## src/rtl/branch_target_buffer.sv

```systemverilog
// -----------------------------------------------------------------------------
// branch_target_buffer
//   Direct-mapped branch target buffer with a 2-bit saturating confidence
//   counter per entry. The fetch stage looks up pcF combinationally. The
//   execute stage trains the table with resolved control transfers.
//
// Ports
//   clk              : clock, all state changes on posedge
//   rst              : synchronous active-high reset (clears table and counter)
//   pcF              : fetch PC to look up
//   bPredictedTakenF : entry hit with counter in a taken state
//   predTargetF      : predicted target, 0 when not predicted taken
//   pcE              : PC of the resolving control-transfer instruction
//   btbTargetE       : resolved pc+imm target
//   btbUpdateE       : resolved taken non-JALR branch or JAL (allocate/train)
//   pcSelE           : resolved taken (any taken branch or jump)
//   wrongBranchE     : prediction mismatch in execute
//   mispredictCount  : number of cycles with wrongBranchE asserted (wraps)
// -----------------------------------------------------------------------------
module branch_target_buffer #(
    parameter int ENTRIES = 16,
    parameter int IDXW    = 4
) (
    input  logic        clk,
    input  logic        rst,
    input  logic [31:0] pcF,
    output logic        bPredictedTakenF,
    output logic [31:0] predTargetF,
    input  logic [31:0] pcE,
    input  logic [31:0] btbTargetE,
    input  logic        btbUpdateE,
    input  logic        pcSelE,
    input  logic        wrongBranchE,
    output logic [31:0] mispredictCount
);

    localparam int TAGW = 30 - IDXW;

    logic              r_valid  [ENTRIES];
    logic [TAGW-1:0]   r_tag    [ENTRIES];
    logic [31:0]       r_target [ENTRIES];
    logic [1:0]        r_ctr    [ENTRIES];
    logic [31:0]       r_miss_cnt;

    logic [IDXW-1:0]   w_idx_f;
    logic [TAGW-1:0]   w_tag_f;
    logic              w_hit_f;
    logic [IDXW-1:0]   w_idx_e;
    logic [TAGW-1:0]   w_tag_e;
    logic              w_hit_e;
    logic              w_unused_bits;

    function automatic logic [1:0] sat_inc(input logic [1:0] c);
        return (c == 2'b11) ? 2'b11 : c + 2'b01;
    endfunction

    function automatic logic [1:0] sat_dec(input logic [1:0] c);
        return (c == 2'b00) ? 2'b00 : c - 2'b01;
    endfunction

    // Instructions are word aligned, so the low two PC bits carry no information.
    assign w_unused_bits = ^{pcF[1:0], pcE[1:0]};

    assign w_idx_f = pcF[IDXW+1:2];
    assign w_tag_f = pcF[31:IDXW+2];
    assign w_idx_e = pcE[IDXW+1:2];
    assign w_tag_e = pcE[31:IDXW+2];

    // Lookups read registered contents only; an update in the same cycle
    // becomes visible after the edge, never through a bypass.
    assign w_hit_f = r_valid[w_idx_f] && (r_tag[w_idx_f] == w_tag_f);
    assign w_hit_e = r_valid[w_idx_e] && (r_tag[w_idx_e] == w_tag_e);

    assign bPredictedTakenF = w_hit_f && r_ctr[w_idx_f][1];
    assign predTargetF      = bPredictedTakenF ? r_target[w_idx_f] : 32'h0;
    assign mispredictCount  = r_miss_cnt;

    always_ff @(posedge clk) begin
        if (rst) begin
            for (int i = 0; i < ENTRIES; i++) begin
                r_valid[i]  <= 1'b0;
                r_tag[i]    <= '0;
                r_target[i] <= 32'h0;
                r_ctr[i]    <= 2'b00;
            end
            r_miss_cnt <= 32'h0;
        end else begin
            // Only the entry at pcE's index is ever written, so one write per cycle.
            if (btbUpdateE) begin
                if (w_hit_e) begin
                    r_target[w_idx_e] <= btbTargetE;
                    r_ctr[w_idx_e]    <= sat_inc(r_ctr[w_idx_e]);
                end else begin
                    // Allocation evicts whatever alias currently owns the slot.
                    r_valid[w_idx_e]  <= 1'b1;
                    r_tag[w_idx_e]    <= w_tag_e;
                    r_target[w_idx_e] <= btbTargetE;
                    r_ctr[w_idx_e]    <= 2'b10;
                end
            end else if (!pcSelE && wrongBranchE && w_hit_e) begin
                r_ctr[w_idx_e] <= sat_dec(r_ctr[w_idx_e]);
            end

            if (wrongBranchE) begin
                r_miss_cnt <= r_miss_cnt + 32'h1;
            end
        end
    end

endmodule

```

## config.mk

```make
export PLATFORM = sky130hd
export DESIGN_NAME = branch_target_buffer
export DESIGN_NICKNAME = d
export VERILOG_FILES = /design/src/rtl/branch_target_buffer.sv
export SDC_FILE = /design/constraint.sdc
export NUM_CORES = 2
export LEC_CHECK = 0
export BUFFER_PORTS_ARGS = -buffer_cell sky130_fd_sc_hd__buf_2
export CAP_MARGIN = 10
export CORE_MARGIN = 2
export CORE_UTILIZATION = 63
export DETAILED_ROUTE_END_ITERATION = 8
export PLACE_DENSITY = 0.83
export SYNTH_ARGS = -nofsm -noshare
export SYNTH_HDL_FRONTEND = slang
export SYNTH_SLANG_ARGS = --single-unit
```

## constraint.sdc

```tcl
create_clock -name clk -period 6.12 [get_ports clk]
set_clock_uncertainty 0.05 [all_clocks]
set_input_delay 0.612 -clock clk [delete_from_list [all_inputs] [get_ports clk]]
set_output_delay 0.612 -clock clk [all_outputs]
set_load 0.02 [all_outputs]
```

==> summary.md <==
| Metric | Value |
|---|---|
| Leak Pwr | `between 0.02 and 0.025 µW` |
| Layout-stage area growth over the synthesis result | `11.31%` |
| HP Class | `primary input to flop` |
| Peak supply drop | `between 0.0002 and 0.00025 V` |
| Number of synthesized flops with an enable pin | `960` |
| Worst skew pair latency | `roughly 0.70 ns` |
| Core Region | `just under 80000 µm²` |
| Worst hold stages | `3` |
| Status | `finished clean` |
| Max_cap viols | `0` |
| Sum of negative setup slack | `0 ns` |
| Endpoint of the worst-slack reg-to-reg timing path | `r_tag[4][5]` |
| Starting Density | `63.35%` |
| Total congestion overflow after global routing | `0` |
| Number of buffers inserted by post-CTS setup repair | `0` |
| Least-Margin Pin Slew | `roughly 1.3 ns` |
| Final-report max-slew violation count | `0` |
| Required time of the critical path | `between 5 and 6 ns` |
| Max Fclk | `about 190 MHz` |
| Reg clk slew, reported paths | `around 0.06 ns` |
| Final hold viol count | `0` |
| Port Buf Inserts | `161` |
| Share of synthesized flip-flops with an asynchronous set or reset | `0%` |
| Number of rows created at floorplan | `around 100` |
| Kind of capture point of the worst setup path | `output port` |
| Post-cts sizing count | `0` |
| Synth Net Count | `3449` |
| CP Launch Point | `pcF[2]` |
| Global-route total usage across every layer | `between 30% and 40%` |
| Period Utilization, post-route | `a little under 90%` |
| Die area | `81320 µm²` |
| Critical Path End | `predTargetF[19]` |
| Fraction of final layout cells with drive strength greater than 1 | `between 20% and 30%` |
| Classification of the worst setup path | `primary input to output port` |
| Slew HR | `approximately an eighth` |
| Fin util | `a little over two thirds` |
| Slowest-stage cell, CP | `buf_8` |
| Mean instance size in the synthesized netlist | `between 10 and 15 µm²` |
| Number of synthesized register bits | `a little over 1k` |
| CTS tree | `done` |
| Global Route met2 Usage | `about 58%` |
| Met3 usage | `10.30%` |
| Antenna violations before repair | `24` |
| Power density cells | `283.2 nW/µm²` |
| Post-Syn Area | `roughly 50000 µm²` |
| Number of DRC violations after detailed routing | `0` |
| Via count of the first global-routing pass | `between 30k and 40k` |
| R2R Setup Slk | `1.65 ns` |
| Number of top-level pins | `166` |
| Summed area of non-filler cells in the final layout | `55440 µm²` |
| Routed via count | `approximately 33k` |
| Element type at the critical path start | `primary input` |
| Crit Reg-Reg Startpoint | `r_tag[13][21]` |
| Final-report setup violation count | `0` |
| Final worst path period need | `roughly 5.3 ns` |
| Count of nets left with antenna violations after detail routing | `0` |
| Wire length of the first global-routing pass | `approximately 220 mm` |
| Root buffer selected by CTS | `clkbuf_16` |
| Fill cells | `approximately 4.7k` |
| Largest net degree at the start of global routing | `between 100 and 150` |
| Final Non-Filler Cells | `approximately 4.5k` |
| Post-synthesis cell type count | `64` |
| Avg Vias per Cell | `about 7.2` |
| Cell breakdown of the critical path | `buf_8, buf_12, mux4_2, mux4_2, xnor2_1, nand4_1, nor3_1, nand4_1, buf_4, nor2b_1, buf_2` |
| TritonCTS buffer count | `102` |
| Final HPWL DP | `between 80 and 90 mm` |
| Crit path max fanout | `54` |
| H-tree depth | `3` |
| Die outline width | `285.2 µm` |
| Total iterations of the first detailed-routing run | `9` |
| Average detailed-routed wire length per instance | `32.96 µm` |
| Endpoint arrival time on the critical path | `4.64 ns` |
| Cell total after placement | `4350` |
| Nets | `about 3.5k` |
| Setup repair after global routing missed its margin | `no` |
| Portion of the post-synthesis area used by sequential elements | `59.81%` |
| Total detailed-routing wirelength | `between 100 and 150 mm` |
| Maximum buffer depth of the clock tree | `3` |
| Number of violations reported at the end of detailed-routing iteration 0 | `~5.7k` |
| Met1 capacity usage during global routing | `between 40% and 50%` |
| Post-detailed-placement cell area | `roughly 52000 µm²` |
| Maximum cell stage delay along the critical path | `between 0.5 and 0.6 ns` |
| Die Y | `about 290 µm` |
| CTS Sinks | `roughly 1.0k` |
| Syn. warnings | `0` |
| Most common cell after layout, fill and taps aside | `edfxtp_1` |
| Count of cells along the worst register-to-register path | `11` |
| Prevailing post-synth register cell | `edfxtp_1` |
| Most used cells in the layout excluding fill and tap cells | `edfxtp_1 (960), and2_1 (756), mux4_2 (352)` |
| Quantity of hold-fixing buffers added after cts | `0` |
| Number of standard cells after synthesis | `about 3.3k` |
| GRT busiest layer | `met2` |
| Final weighted congestion of routability-driven global placement | `0.9190` |
==> sequential cells by signal, indices dropped and copies added (netlist names) <==
signal	count
mispredictCount	32
r_valid	16
r_tag	416
r_ctr	32
r_target	512
==> logic make-up (layout without fill, tap and decap cells) <==
logic type / after synthesis / after routing / synth area share, %
other cells: 0 / 15 / 0
simple gates: 1235 / 1235 / 14.63
flops: 1008 / 1008 / 59.81
mux: 487 / 487 / 18.68
fa+ha+maj: 2 / 2 / 0.04522
compound gates: 211 / 211 / 2.801
buf+inv: 333 / 466 / 2.786
xor+xnor: 71 / 71 / 1.249
==> worst min-delay path by stage <==
stage | startpoint | slack [ns] | to
floorplan | r_valid[2] | 0.39 | r_valid[2]
global placement | r_valid[2] | 0.40 | r_valid[2]
detailed placement | r_valid[10] | 0.41 | r_valid[10]
CTS | wrongBranchE | 0.28 | mispredictCount[0]
global route | wrongBranchE | 0.31 | mispredictCount[0]
finish | wrongBranchE | 0.30 | mispredictCount[0]
==> metrics by stage <==
stage	hold WS, ns	power, µW	worst slack, ns
after global placement	0.4049	9683	0.8330
after floorplan	0.3932	9170	0.7141
after detailed placement	0.4095	9773	0.7681
after CTS	0.2796	15610	0.9067
final	0.2980	15700	0.8207
after global routing	0.3140	16010	0.7814
==> power by group <==
group	internal (µW)	switching, µW	leakage, µW
combinational	661	954	0.00895
clock	3280	2710	0.00153
sequential	7930	171	0.00957
==> metal layers <==
layer | share of wire, % | wire, µm
met1 | 32 | 47550
met2 | 47 | 70650
met3 | 14 | 21590
met4 | 6.6 | 9927
met5 | 0.046 | 69
==> synth_stat cells, types with 7 or more instances <==
cell type	count	area, µm²
and2_1	756	4730
buf_4	12	90.09
mux4_2	352	7928
a21o_1	16	120.1
a21oi_1	53	265.3
buf_1	24	90.09
a22oi_1	41	307.8
o21ai_0	38	190.2
o211ai_1	7	52.55
nand4_1	12	75.07
buf_2	34	170.2
inv_1	7	26.28
clkbuf_1	245	919.6
xnor2_1	28	245.2
and3_1	144	900.9
nand2_1	69	259.0
mux2i_1	116	1161
nor2_1	62	232.7
xor2_1	43	376.6
mux2_2	19	214.0
edfxtp_1	960	28830
o22ai_1	15	93.84
nor3_1	60	300.3
a221oi_1	7	61.31
nand3_1	64	320.3
nor2b_1	43	269.0
dfxtp_1	48	960.9
==> cell type report <==
type / instances / area [µm²] / share of cell area, %
Multi-Input combinational cell: 2006 / 19040 / 34.34
Antenna cell: 15 / 37.54 / 0.06771
Tap cell: 1050 / 1314 / 2.370
Inverter: 11 / 41.29 / 0.07448
Timing Repair Buffer: 276 / 2066 / 3.726
Clock buffer: 132 / 2725 / 4.916
Sequential cell: 1008 / 29790 / 53.73
Clock inverter: 47 / 429.2 / 0.7741
==> worst max-delay path: cells and delay by family <==
| family | cells | cell delay [ns] |
|---|---|---|
| muxes | 2 | 1.02 |
| buffers and inverters | 4 | 1.34 |
| and+or+nand+nor | 4 | 1.17 |
| xor gates and xnor gates | 1 | 0.41 |
Note: power is estimated with default switching activity, not from simulation.
